<file path="src/rtl/sram_write_ctrl_if.sv">
// Byte-stream and SRAM write-port bundle for sram_write_ctrl.
// timeout_err exists only when LOAD_TIMEOUT_EN is defined.
interface sram_write_ctrl_if #(
  parameter int ADDR_W = 4
);
  logic              start_in;
  logic              in_valid;
  logic [7:0]        in_data;
  logic              in_ready;
  logic              sram_cs_n;
  logic              sram_we_n;
  logic [ADDR_W-1:0] sram_addr;
  logic [31:0]       sram_wdata;
  logic              busy;
  logic              load_done;
  logic              clk_end;
`ifdef LOAD_TIMEOUT_EN
  logic              timeout_err;
`endif

  modport master (
    output start_in, in_valid, in_data,
    input  in_ready, sram_cs_n, sram_we_n,
    input  sram_addr, sram_wdata,
    input  busy, load_done, clk_end
`ifdef LOAD_TIMEOUT_EN
    , input timeout_err
`endif
  );

  modport slave (
    input  start_in, in_valid, in_data,
    output in_ready, sram_cs_n, sram_we_n,
    output sram_addr, sram_wdata,
    output busy, load_done, clk_end
`ifdef LOAD_TIMEOUT_EN
    , output timeout_err
`endif
  );
endinterface

</file>
<file path="src/rtl/sram_write_ctrl.sv">
// Packs 4 bytes per word and writes NUM_WORDS words to SRAM.
// Define LOAD_TIMEOUT_EN to abort a stalled LOAD after TIMEOUT cycles.
module sram_write_ctrl #(
  parameter int NUM_WORDS = 16,
  parameter int ADDR_W    = 4,
  parameter int TIMEOUT   = 255
) (
  input logic             clk_i,
  input logic             rst,
  sram_write_ctrl_if.slave bus
);

  if (NUM_WORDS > (1 << ADDR_W) || NUM_WORDS < 1 || TIMEOUT < 1)
  begin : g_bad_cfg
    $error("sram_write_ctrl: bad parameters");
  end

  typedef enum logic [1:0] {
    IDLE, LOAD, WRITE, DONE
  } state_e;

  localparam logic [ADDR_W-1:0] LAST =
    ADDR_W'(NUM_WORDS - 1);

  state_e            state_q, state_d;
  logic [1:0]        byte_cnt_q, byte_cnt_d;
  logic [ADDR_W-1:0] addr_q, addr_d;
  logic [31:0]       word_q, word_d;
  logic              in_ready_q, in_ready_d;
  logic              cs_n_q, cs_n_d;
  logic              we_n_q, we_n_d;
  logic [ADDR_W-1:0] sram_addr_q, sram_addr_d;
  logic [31:0]       wdata_q, wdata_d;
  logic              busy_q, busy_d;
  logic              done_q, done_d;
  logic              clk_end_q, clk_end_d;
  logic              accept;

`ifdef LOAD_TIMEOUT_EN
  localparam int CW = $clog2(TIMEOUT + 1);
  logic [CW-1:0] idle_q, idle_d;
  logic          terr_q, terr_d;
  logic          abort;
`endif

  assign accept = bus.in_valid & in_ready_q;

  always_comb begin
    state_d    = state_q;
    byte_cnt_d = byte_cnt_q;
    addr_d     = addr_q;
    word_d     = word_q;
`ifdef LOAD_TIMEOUT_EN
    idle_d     = idle_q;
    terr_d     = terr_q;
    abort      = 1'b0;
`endif
    unique case (state_q)
      IDLE: begin
        if (bus.start_in) begin
          state_d    = LOAD;
          byte_cnt_d = '0;
          addr_d     = '0;
          word_d     = '0;
`ifdef LOAD_TIMEOUT_EN
          idle_d     = '0;
          terr_d     = 1'b0;
`endif
        end
      end
      LOAD: begin
        if (accept) begin
          word_d[{byte_cnt_q, 3'b000} +: 8] = bus.in_data;
          byte_cnt_d = byte_cnt_q + 2'd1;
          if (byte_cnt_q == 2'd3) state_d = WRITE;
`ifdef LOAD_TIMEOUT_EN
          idle_d = '0;
        end else if (idle_q == CW'(TIMEOUT - 1)) begin
          // stalled producer: drop the partial load
          state_d = IDLE;
          idle_d  = '0;
          terr_d  = 1'b1;
          abort   = 1'b1;
        end else begin
          idle_d = idle_q + CW'(1);
`endif
        end
      end
      WRITE: begin
        if (addr_q == LAST) begin
          state_d = DONE;
        end else begin
          addr_d  = addr_q + ADDR_W'(1);
          state_d = LOAD;
        end
      end
      DONE: state_d = IDLE;
    endcase

    // outputs are registered from the next state
    in_ready_d  = (state_d == LOAD);
    cs_n_d      = (state_d != WRITE);
    we_n_d      = (state_d != WRITE);
    sram_addr_d = (state_d == WRITE) ? addr_q : '0;
    wdata_d     = (state_d == WRITE) ? word_d : '0;
    busy_d      = (state_d != IDLE);
    done_d      = (state_d == DONE);
`ifdef LOAD_TIMEOUT_EN
    clk_end_d   = (state_d == DONE) | abort;
`else
    clk_end_d   = (state_d == DONE);
`endif
  end

  always_ff @(posedge clk_i or posedge rst) begin
    if (rst) begin
      state_q     <= IDLE;
      byte_cnt_q  <= '0;
      addr_q      <= '0;
      word_q      <= '0;
      in_ready_q  <= 1'b0;
      cs_n_q      <= 1'b1;
      we_n_q      <= 1'b1;
      sram_addr_q <= '0;
      wdata_q     <= '0;
      busy_q      <= 1'b0;
      done_q      <= 1'b0;
      clk_end_q   <= 1'b0;
`ifdef LOAD_TIMEOUT_EN
      idle_q      <= '0;
      terr_q      <= 1'b0;
`endif
    end else begin
      state_q     <= state_d;
      byte_cnt_q  <= byte_cnt_d;
      addr_q      <= addr_d;
      word_q      <= word_d;
      in_ready_q  <= in_ready_d;
      cs_n_q      <= cs_n_d;
      we_n_q      <= we_n_d;
      sram_addr_q <= sram_addr_d;
      wdata_q     <= wdata_d;
      busy_q      <= busy_d;
      done_q      <= done_d;
      clk_end_q   <= clk_end_d;
`ifdef LOAD_TIMEOUT_EN
      idle_q      <= idle_d;
      terr_q      <= terr_d;
`endif
    end
  end

  assign bus.in_ready   = in_ready_q;
  assign bus.sram_cs_n  = cs_n_q;
  assign bus.sram_we_n  = we_n_q;
  assign bus.sram_addr  = sram_addr_q;
  assign bus.sram_wdata = wdata_q;
  assign bus.busy       = busy_q;
  assign bus.load_done  = done_q;
  assign bus.clk_end    = clk_end_q;
`ifdef LOAD_TIMEOUT_EN
  assign bus.timeout_err = terr_q;
`endif

endmodule

</file>
<file path="src/flat_wrapper.sv">
// flat-port wrapper written by rule: the top's interface ports become plain ports
module sram_write_ctrl_flat 
#(
  parameter int NUM_WORDS = 16,
  parameter int ADDR_W    = 4,
  parameter int TIMEOUT   = 255
)
  (clk_i, rst, bus_start_in, bus_in_valid, bus_in_data, bus_in_ready, bus_sram_cs_n, bus_sram_we_n, bus_sram_addr, bus_sram_wdata, bus_busy, bus_load_done, bus_clk_end);
  sram_write_ctrl_if #(.ADDR_W(ADDR_W)) bus_i ();
  input logic clk_i;
  input logic rst;
  input wire logic [$bits(bus_i.start_in)-1:0] bus_start_in;
  input wire logic [$bits(bus_i.in_valid)-1:0] bus_in_valid;
  input wire logic [$bits(bus_i.in_data)-1:0] bus_in_data;
  output wire logic [$bits(bus_i.in_ready)-1:0] bus_in_ready;
  output wire logic [$bits(bus_i.sram_cs_n)-1:0] bus_sram_cs_n;
  output wire logic [$bits(bus_i.sram_we_n)-1:0] bus_sram_we_n;
  output wire logic [$bits(bus_i.sram_addr)-1:0] bus_sram_addr;
  output wire logic [$bits(bus_i.sram_wdata)-1:0] bus_sram_wdata;
  output wire logic [$bits(bus_i.busy)-1:0] bus_busy;
  output wire logic [$bits(bus_i.load_done)-1:0] bus_load_done;
  output wire logic [$bits(bus_i.clk_end)-1:0] bus_clk_end;
  assign bus_i.start_in = bus_start_in;
  assign bus_i.in_valid = bus_in_valid;
  assign bus_i.in_data = bus_in_data;
  assign bus_in_ready = bus_i.in_ready;
  assign bus_sram_cs_n = bus_i.sram_cs_n;
  assign bus_sram_we_n = bus_i.sram_we_n;
  assign bus_sram_addr = bus_i.sram_addr;
  assign bus_sram_wdata = bus_i.sram_wdata;
  assign bus_busy = bus_i.busy;
  assign bus_load_done = bus_i.load_done;
  assign bus_clk_end = bus_i.clk_end;
  sram_write_ctrl #(.NUM_WORDS(NUM_WORDS), .ADDR_W(ADDR_W), .TIMEOUT(TIMEOUT)) u_core (.clk_i(clk_i), .rst(rst), .bus(bus_i));
endmodule
</file>
<file path="config.mk">
export PLATFORM = sky130hd
export DESIGN_NAME = sram_write_ctrl_flat
export DESIGN_NICKNAME = d
export VERILOG_FILES = /design/src/rtl/sram_write_ctrl_if.sv /design/src/rtl/sram_write_ctrl.sv /design/src/flat_wrapper.sv
export SDC_FILE = /design/constraint.sdc
export NUM_CORES = 1
export LEC_CHECK = 0
export ABC_CLOCK_PERIOD_IN_PS = 4000
export CAP_MARGIN = 0
export CORE_MARGIN = 3
export CORE_UTILIZATION = 55
export DETAILED_ROUTE_END_ITERATION = 10
export PLACE_DENSITY_LB_ADDON = 0.12
export SLEW_MARGIN = 20
export SYNTH_ARGS = -nofsm -noshare
export SYNTH_HDL_FRONTEND = slang
export SYNTH_SLANG_ARGS = --single-unit
</file>
<file path="constraint.sdc">
create_clock -name clk_i -period 4 [get_ports clk_i]
set_input_delay 0.8 -clock clk_i [delete_from_list [all_inputs] [get_ports clk_i]]
set_output_delay 0.8 -clock clk_i [all_outputs]
set_load 0.05 [all_outputs]
</file>
Word level (Yosys, flattened, before mapping)
Cells that the tools add are included.

Add/subtract/negate cells: 3. Equal/unequal tests: 12. Shifts and indexed selects: 2. Multiplexer cells: 17. Bitwise gates (word level): 1. Reduce and logical (&&, ||, !) cells: 6.

Operators with widths (number): $mux 32 (3); $pmux 32 s2 (1); $bwmux 32 (1); $shift 8x7->32 const A (1); $shiftx 8x7->32 (1); $mux 2 (6); $mux 4 (3); $eq 2x2->1 const B (5); $pmux 2 s4 (1); $pmux 4 s2 (1); $neg 5->7 (1); $ne 2x2->1 const B (3); $reduce_and 3->1 (2); $reduce_bool 2->1 (3); $add 4x1->4 const B (1); $eq 2x1->1 const B (2); $eq 4x4->1 const B (1); $pmux 2 s2 (1); $add 2x1->2 const B (1); $logic_not 2->1 (1); $ne 2x1->1 const B (1); $and 1x1->1 (1).

Register bits: 80.

Logic depth before layout (Yosys ltp)
Gate-level depths: netlist of the first run.

Depth after elaboration: 6. Gate-level depth with buffers: 8.

Worst setup path before layout of the first run
OpenSTA, ideal clock, no wires.

Path type: input-to-reg. Start point: in bus_in_valid. End point: reg u_core.wdata_q[0], in the netlist u_core.bus.sram_wdata[0]. Setup time: 0.122 ns. Arrival time: 1.881 ns. Required time: 3.878 ns. Setup slack: 1.998 ns. Stages: 7. Buffers on the path: 4. Cells stage by stage: buf_4 and4b_1 buf_4 and2_1 buf_6 buf_6 a32o_1.

Cells in the longest elaborated chain, start to end: 5.

Ends and longest elaborated chain: start, declared (line flat_wrapper.sv:13) `input wire logic [$bits(bus_i.in_valid)-1:0] bus_in_valid;`; $and 1x1->1 (*) (line sram_write_ctrl.sv:46) `assign accept = bus.in_valid & in_ready_q;`; $mux 2 (line sram_write_ctrl.sv:72) `if (accept) begin`; $pmux 2 s4 (line sram_write_ctrl.sv:58) `unique case (state_q)`; $eq 2x2->1 (line sram_write_ctrl.sv:105) `wdata_d = (state_d == WRITE) ? word_d : '0;`; $mux 32 (*) (line sram_write_ctrl.sv:105); named net u_core.wdata_d[0] (line sram_write_ctrl.sv:33) `logic [31:0] wdata_q, wdata_d;`; end signal, assigned (line sram_write_ctrl.sv:142) `wdata_q <= wdata_d;`; end, declared (line sram_write_ctrl.sv:33).

Mark *: on every way through the listed nets, which the timed path passes. The rest lies on a longest branch. A chain may end at the register's enable or synchronous reset.

Final worst setup path of the first run
Start point: in bus_in_valid. End point: reg u_core.wdata_q[9], in the netlist u_core.bus.sram_wdata[9].

The elaborated chain is that of the path after synthesis.

==> results.cfg, run 1 <==
[route]
drcViolationCount = 0
wl_per_cell_microns = 18.73
firstDrtPassIters = 4
drtIter0Drc = 200
drt-vias-per-instance = 6.121
drt_wl_total_microns = 7584
vias = 2479
antenna_left = 0

[critical_path]
path_class = in2reg
cpMaxStageDelayCell = clkdlybuf4s50_1
required_ps = 4280
cp_data_arrival_time_ps = 3010
critPathMaxStageDelay_ps = 630
cp-start-kind = input pin
end_kind = register
crit_fanout = 17
crit_buf_inv = 2
path_delay_family = simple AND/OR/NAND/NOR gates
cp_cell_sequence = clkdlybuf4s50_1 > and4b_1 > and2_1 > inv_2 > a21oi_1

[floorplanning]
boundaryPins = 54
die_w_microns = 85.33
initial_core_util_pct = 57.77
coreArea_sq_um = 5991
die_area_sq_um = 7280
die_y_microns = 85.33
rows = 28

[timing]
finalClockSkew_ps = 6.170
final.setup.tns_ps = 0
min_period_over_period_pct = 68.36
hold_viol_final = 0
fin_hold_ws_ps = 505.8
rsz0062_at_grt = false
max_freq_mhz = 365.7
slew_headroom_pct = 42.04
fin_crit_ps = 2734
tightest_slew_ps = 867.1
drv_slew = 0
fin_ws_ps = 1266
setup_violations = 0

[placement]
place_inst = 389
place_ws_ps = 970.6
place.detailed.hpwl_microns = 5152
io_buffers = 53
globalplace.congestion = 0.8336
placed_area_sq_um = 3948

[grt]
grtUsageTotal_pct = 22.68
antenna_found_initial = 0
globalRoute.totalOverflow = 0
grt_max_degree = 31
grt_pass1_vias = 2379
grt_pass1_wl_microns = 12700

[synthesis]
synth_top_cell_area_share_pct = 57.12
yosys-top-cells-count = 79 x dfrtp_1, 40 x a22o_1, 16 x a32o_1
synth.most_common_cell = dfrtp_1
yosysUniqueCellTypes = 39
synthArstFlopShare_pct = 100.0
synth_area_per_cell_sq_um = 12.27
yosys_most_used_dff = dfrtp_1
yosys_warnings = 0
synthCells = 282
syn_area_sq_um = 3461
ys_seq_area_share_pct = 57.88
ys_ff_latch = 80
synth_edf_count = 0
synth_area_leader_cell = dfrtp_1
ys_top_cells_by_area = dfrtp_1 57%, a22o_1 10%, a32o_1 4.6%
syn_nets = 301

[finish]
drive_gt1_share_pct = 6.970
nets = 344
n_fill_cell = 416
fin_cells = 405
seqCellArea_sq_um = 2003
antenna_cells = 0
area_delta_synth_final_pct = 19.78
final_core_util_pct = 69.19
multi_input_area_sq_um = 1271
design_area_sq_um = 4145

[clock_network]
clk_latency_ps = 350
cts_tree = built
cts_resized = 0
cts_sinks = 80
root_buffer = clkbuf_8
numCtsBuffers = 9
ctsHoldBuffers = 0
clock_path_buffers = 2
post_cts_buffers = 0
clkTransAtPathRegs_ps = 80
cts-htree-levels = 3

[pwr]
vdd_ir_drop_max_uv = 355.5
p_total_mw = 2.093
p_leak_nw = 1.885
p_per_area_nw_per_um2 = 504.9

[status]
status = finished, final reports clean

[min_path]
hold_class = reg2reg

[job]
maxCapViolCount = 0
==> final timing paths <==
kind                                       from                   endpoint  slack (ps)  depth (start not counted)
setup / recovery                   bus_in_valid   u_core.bus.sram_wdata[9]        1270                          5
max in group asynchronous                   rst           u_core.word_q[5]        2400                          3
hold reg to reg                u_core.word_q[4]           u_core.word_q[4]         510                          1
hold / removal                 u_core.word_q[4]           u_core.word_q[4]         510                          1
min in group asynchronous                   rst  u_core.bus.sram_wdata[13]         810                          2
setup reg to reg           u_core.byte_cnt_q[0]          u_core.word_q[25]        1570                          5
==> cells in the final DEF, fill, tap and decap left out, types with 2 or more instances in the layout <==
cell,count
dfrtp_1,79
clkdlybuf4s50_1,53
a22o_1,40
a32o_1,16
nand4_1,14
a21oi_1,13
and3_1,13
nand3_1,10
clkbuf_8,10
and2_1,9
o21ai_0,8
nand2_1,7
ha_1,7
inv_1,5
nor2_1,4
a21o_1,4
and4_1,3
buf_4,3
nand2b_1,2
nor2b_1,2
nor3_1,2
inv_2,2
nand3b_1,2
mux2i_1,2
clkinv_2,2
==> where the power goes <==
| group | switching, mW | internal [mW] |
|---|---|---|
| Clock | 0.282 | 0.304 |
| Sequential | 0.0850 | 0.883 |
| Combinational | 0.356 | 0.183 |
| Total | 0.723 | 1.37 |
==> layout make-up <==
class                      count  area share (%)
sequential                    80           48.32
multi-input combinational    171           30.67
timing repair buffer          56           13.34
clock buffer                  11           3.411
tap                           75           2.264
clock inverter                 5           1.358
inverter                       7          0.6339
==> state kept, by name, indices dropped and copies added (netlist names) <==
signal,count
u_core.bus.sram_addr,4
u_core.bus.sram_wdata,32
u_core.bus.sram_cs_n,1
u_core.addr_q,4
u_core.bus.busy,1
u_core.word_q,32
u_core.byte_cnt_q,2
u_core.bus.load_done,1
u_core.bus.in_ready,1
u_core.state_q,2
==> worst reg2reg max path: stages, from the launching register on <==
cell and delay (ps):
dfrtp_1 520, inv_1 200, ha_1 280, nor2b_1 490, and4_1 660, a22o_1 220
==> per-layer routing <==
metal	track usage [%]	routed length, microns	vias to the layer above	share of wire [%]
li1	-	-	1152	-
met1	34.19	3519	1218	46
met2	31.21	3401	101	45
met3	6.990	548	8	7.2
met4	7.482	114	0	1.5
met5	0	0	-	0
==> logic make-up (layout without fill, tap and decap cells) <==
logic type / Yosys count / count (layout) / synth area share [%]
muxes: 2 / 2 / 0.5785
and+or+nand+nor: 76 / 76 / 13.92
DFF: 80 / 80 / 57.88
buffers and inverters: 31 / 79 / 5.387
adders and majority gates: 7 / 7 / 2.531
AOI/OAI and AO/OA: 86 / 86 / 19.70
Power figures use the tool's default switching activity.
==> inputs of run 2 (changes only) <==
--- a/config.mk
+++ b/config.mk
@@ -5,10 +5,10 @@
 export SDC_FILE = /design/constraint.sdc
 export NUM_CORES = 1
 export LEC_CHECK = 0
-export ABC_CLOCK_PERIOD_IN_PS = 4000
+export ABC_CLOCK_PERIOD_IN_PS = 2800
 export CAP_MARGIN = 0
 export CORE_MARGIN = 3
-export CORE_UTILIZATION = 55
+export CORE_UTILIZATION = 53
 export DETAILED_ROUTE_END_ITERATION = 10
 export PLACE_DENSITY_LB_ADDON = 0.12
 export SLEW_MARGIN = 20
==> constraint.sdc (replaced) <==
create_clock -name clk_i -period 2.8 [get_ports clk_i]
set_input_delay 0.56 -clock clk_i [delete_from_list [all_inputs] [get_ports clk_i]]
set_output_delay 0.56 -clock clk_i [all_outputs]
set_load 0.05 [all_outputs]
==> run 2 against run 1 <==
Sequential share of layout area is 1.2 points lower. Largest cell class unchanged. Die area increased by 3.5%. Wire length increased by 1.7%. Global-route usage shrank 0.54 points. Clock skew is essentially flat. Critical path depth shrank 4. Non-clock buffer count grew 9. Hold slack got worse by 1.9 ps. Register-to-register slack got worse by 1000 ps. Clock power grew 57%. Setup slack lost 760 ps.
==> results.cfg, run 2 (same netlist as run 1, synthesis figures left out) <==
[placement]
place.detailed.hpwl_microns = 5148
globalplace.congestion = 0.8784
io_buffers = 53
place_ws_ps = 452.2
placed_area_sq_um = 4028

[finish]
antenna_cells = 0
area_delta_synth_final_pct = 22.78
mostFrequentLayoutCells = 79 x dfrtp_1, 53 x clkdlybuf4s50_1, 40 x a22o_1
design_area_sq_um = 4249
nets = 353
final_common_cell = dfrtp_1
drive_gt1_share_pct = 9.440

[grt]
antenna_found_initial = 0
grt_max_degree = 81
grt_pass1_vias = 2483
grtUsageTotal_pct = 22.14
globalRoute.totalOverflow = 0
grt_pass1_wl_microns = 12830

[timing]
drv_slew = 0
finalClockSkew_ps = 5.983
rsz0062_at_grt = false
max_freq_mhz = 435.0
final.setup.tns_ps = 0
fin_hold_ws_ps = 503.9
fin_crit_ps = 2299
hold_viol_final = 0
tightest_slew_ps = 518.2
min_period_over_period_pct = 82.11
setup_violations = 0
fin_ws_ps = 501.0
slew_headroom_pct = 65.45

[critical_path]
end_kind = primary output
crit_buf_inv = 1
critPathMaxStageDelay_ps = 870
cp_data_arrival_time_ps = 1740
r2r_cells = 5
rrSetupSlack_ps = 540
crit_fanout = 10
cp-start-kind = register
startpoint = u_core.bus.in_ready
path_delay_family = buffers and inverters
cp_cell_sequence = clkdlybuf4s50_1
rr_endpoint = u_core.bus.sram_wdata[19]
required_ps = 2240
crit-reg2reg-launch = u_core.byte_cnt_q[0]
path_class = reg2out
cpMaxStageDelayCell = clkdlybuf4s50_1

[route]
drt_wl_total_microns = 7712
firstDrtPassIters = 7
wl_met2_microns = 3417
drcViolationCount = 0
wl_met1_microns = 3618
maxUsedRoutingLayer = met4
drt-vias-per-instance = 6.133
wl_met3_microns = 522
wl_per_cell_microns = 18.63
vias = 2539
drtIter0Drc = 196
antenna_left = 0

[min_path]
worst_hold_path.endpoint = u_core.word_q[15]
min_path_cells = 1
min_from = u_core.word_q[15]
hold_class = reg2reg

[floorplanning]
die_w_microns = 86.81
coreArea_sq_um = 6131
initial_core_util_pct = 56.45
die_y_microns = 86.81
boundaryPins = 54
die_area_sq_um = 7535
rows = 28

[pwr]
vdd_ir_drop_max_uv = 643.7
p_leak_nw = 1.942
p_per_area_nw_per_um2 = 736.6

[clock_network]
clk_latency_ps = 340
cts_sinks = 80
clock_path_buffers = 2
root_buffer = clkbuf_8
clkTransAtPathRegs_ps = 70
post_cts_buffers = 0
numCtsBuffers = 9
cts_tree = built
ctsHoldBuffers = 0
cts_resized = 0
cts-htree-levels = 3

[job]
maxCapViolCount = 0

[status]
status = finished, final reports clean
-- run 2: changes by cell type in the layout (fill, tap and decap cells not counted) --
cell / previous run / this run
buf_12: 0 / 1
buf_4: 3 / 11
bufinv_16: 1 / 2
clkinv_2: 2 / 1
clkinv_4: 1 / 0
clkinvlp_4: 1 / 2
-- run 2: per-stage QoR --
| step | total power, mW | std cells | utilization (%) |
|---|---|---|---|
| 3_5_place_dp | 2.219 | 398 | 65.69 |
| 3_3_place_gp | 2.205 | 398 | 65.69 |
| 4_1_cts | 3.143 | 414 | 69.31 |
| 5_1_grt | 3.309 | 414 | 69.31 |
| 2_1_floorplan | 1.989 | 282 | - |
| 6_report | 3.130 | 414 | 69.31 |
-- run 2: how the worst max path moves through the flow --
stage	to	slack, ps	cells after the start
after global placement	u_core.word_q[19]	480	4
after floorplan	u_core.addr_q[0]	190	1
after CTS	bus_in_ready	490	1
after global routing	u_core.bus.sram_wdata[20]	400	5
after detailed placement	u_core.bus.sram_wdata[19]	450	4
final	bus_in_ready	500	1
-- run 2: layer usage --
| metal | vias up | track usage, % |
|---|---|---|
| met2 | 105 | 31.88 |
| met4 | 0 | 6.941 |
| li1 | 1168 | - |
| met1 | 1251 | 33.06 |
| met3 | 15 | 5.418 |
| met5 | - | 0 |
-- run 2: layout make-up --
class / count / area (sq um)
multi-input cells: 171 / 1271
clock buffers: 11 / 141.4
well taps: 75 / 93.84
clock inverters: 5 / 80.08
repair buffers: 65 / 633.1
fillers: 436 / 1882
inverters: 7 / 26.28
flip-flops and latches: 80 / 2003
-- run 2: where the power goes --
part           total [mW]  switching (mW)  internal (mW)  leakage (nW)
clock               0.919           0.394          0.525         0.106
combinational       0.858           0.554          0.304         0.739
sequential           1.35          0.0917           1.26          1.10
total                3.13            1.04           2.09          1.94
==> inputs of run 3 (changes only) <==
--- a/config.mk
+++ b/config.mk
@@ -5,10 +5,10 @@
 export SDC_FILE = /design/constraint.sdc
 export NUM_CORES = 1
 export LEC_CHECK = 0
-export ABC_CLOCK_PERIOD_IN_PS = 2800
+export ABC_CLOCK_PERIOD_IN_PS = 1850
 export CAP_MARGIN = 0
 export CORE_MARGIN = 3
-export CORE_UTILIZATION = 53
+export CORE_UTILIZATION = 48
 export DETAILED_ROUTE_END_ITERATION = 10
 export PLACE_DENSITY_LB_ADDON = 0.12
 export SLEW_MARGIN = 20
==> constraint.sdc (replaced) <==
create_clock -name clk_i -period 1.85 [get_ports clk_i]
set_input_delay 0.37 -clock clk_i [delete_from_list [all_inputs] [get_ports clk_i]]
set_output_delay 0.37 -clock clk_i [all_outputs]
set_load 0.05 [all_outputs]
==> run 3 against run 2 <==
Clock-buffer cell count down 2. Largest cell class unchanged. Critical endpoint is now u_core.word_q[16]. Wire length up 8.8%. Combinational power up 76%. Setup slack worse by 390 ps. Hold slack worse by 39 ps. Total power up 53%.
==> results.cfg, run 3 (same netlist as run 1, synthesis figures left out) <==
[status]
status = finished, final reports clean

[clock_network]
cts_sinks = 80
ctsHoldBuffers = 0
clock_path_buffers = 2
root_buffer = clkbuf_8
clkTransAtPathRegs_ps = 80
cts_resized = 0
post_cts_buffers = 0
numCtsBuffers = 9
cts_tree = built
cts-htree-levels = 3
clk_latency_ps = 340

[critical_path]
critPathMaxStageDelay_ps = 400
crit_fanout = 15
rrSetupSlack_ps = 110
r2r_cells = 6
crit-reg2reg-launch = u_core.byte_cnt_q[0]
cp_cell_sequence = inv_1 > ha_1 > nor4bb_1 > and3_1 > buf_12 > a22o_1
rr_endpoint = u_core.word_q[16]
cp-start-kind = register
crit_buf_inv = 2
path_delay_family = simple AND/OR/NAND/NOR gates
path_class = reg2reg
end_kind = register
startpoint = u_core.byte_cnt_q[0]
worst-path-stages = 6
cpMaxStageDelayCell = dfrtp_2
cp_data_arrival_time_ps = 2020
required_ps = 2130

[timing]
rsz0062_at_grt = false
min_period_over_period_pct = 94.16
max_freq_mhz = 574.1
fin_hold_ws_ps = 465.0
drv_slew = 0
fin_crit_ps = 1742
hold_viol_final = 0
slew_headroom_pct = 71.47
finalClockSkew_ps = 11.90
tightest_slew_ps = 428.0
setup_violations = 0

[route]
antenna_left = 0
firstDrtPassIters = 5
vias = 2647
drtIter0Drc = 184
drt_wl_total_microns = 8394
drcViolationCount = 0
wl_per_cell_microns = 18.25
drt-vias-per-instance = 5.754

[grt]
grt_pass1_vias = 2490
grt_max_degree = 81
grt_pass1_wl_microns = 13110
antenna_found_initial = 0
grtUsageTotal_pct = 20.34
globalRoute.totalOverflow = 0

[floorplanning]
die_w_microns = 90.91
rows = 30
initial_core_util_pct = 50.11
coreArea_sq_um = 6907
die_area_sq_um = 8265
boundaryPins = 54
die_y_microns = 90.91

[placement]
globalplace.congestion = 0.8568
place.detailed.hpwl_microns = 5803
io_buffers = 53

[finish]
final_core_util_pct = 63.13
mostFrequentLayoutCells = 78 x dfrtp_1, 76 x buf_4, 40 x a22o_1
drive_gt1_share_pct = 27.75
antenna_cells = 0
area_delta_synth_final_pct = 25.99
nets = 378
final_common_cell = dfrtp_1

[pwr]
p_per_area_nw_per_um2 = 1098
p_leak_nw = 2.138
vdd_ir_drop_max_uv = 796.8

[min_path]
hold_class = in2async

[job]
maxCapViolCount = 0
==> run 3: changes by cell type in the layout (fill, tap and decap cells not counted), moves of 2 or more <==
cell             delta
buf_4              +65
clkdlybuf4s50_1    -42
buf_12              +2
clkinv_2            +2
==> run 3: report_power, final <==
part / total [mW] / leakage, nW / switching (mW) / internal, mW
clock: 1.25 / 0.0994 / 0.625 / 0.623
sequential: 2.02 / 1.10 / 0.113 / 1.91
combinational: 1.51 / 0.942 / 0.926 / 0.588
==> run 3: metal layers <==
| metal | share of wire [%] | wire, microns | vias to the layer above | track usage, % |
|---|---|---|---|---|
| li1 | - | - | 1223 | - |
| met1 | 48 | 4004 | 1307 | 29.79 |
| met2 | 45 | 3738 | 104 | 29.83 |
| met3 | 5.9 | 494 | 13 | 3.333 |
| met4 | 1.9 | 157 | 0 | 9.045 |
| met5 | 0 | 0 | - | 0 |
==> run 3: worst max-delay path by stage <==
stage                                 to  slack, ps
2_1_floorplan   u_core.bus.sram_wdata[0]          7
3_3_place_gp    u_core.bus.sram_wdata[1]        -70
3_5_place_dp            u_core.word_q[1]        -60
4_1_cts        u_core.bus.sram_wdata[20]        130
5_1_grt        u_core.bus.sram_wdata[19]         30
6_report               u_core.word_q[16]        110
==> run 3: per-stage QoR <==
| step | total power [mW] | cells | setup TNS (ps) | worst slack, ps | cell area, sq um |
|---|---|---|---|---|---|
| 3_3_place_gp | 3.529 | 444 | -1649 | -72.55 | 4167 |
| 6_report | 4.787 | 460 | 0 | 108.1 | 4360 |
| 3_5_place_dp | 3.547 | 444 | -1483 | -56.99 | 4167 |
| 2_1_floorplan | 3.014 | 282 | 0 | 7.040 | 3466 |
| 4_1_cts | 4.801 | 460 | 0 | 125.6 | 4360 |
| 5_1_grt | 5.031 | 460 | 0 | 28.77 | 4360 |
==> run 3: cell type report <==
cell class | instances | area, sq um
inverters | 7 | 30.03
fillers | 594 | 2546
repair buffers | 90 | 740.7
flip-flops and latches | 80 | 2004
clock inverters | 7 | 70.07
clock buffers | 9 | 123.9
multi-input cells | 171 | 1271
well taps | 96 | 120.1
==> run 3: tightest hold or removal path, stage by stage <==
cell and delay (ps):
clkdlybuf4s50_1 440, clkinvlp_4 90, buf_12 320
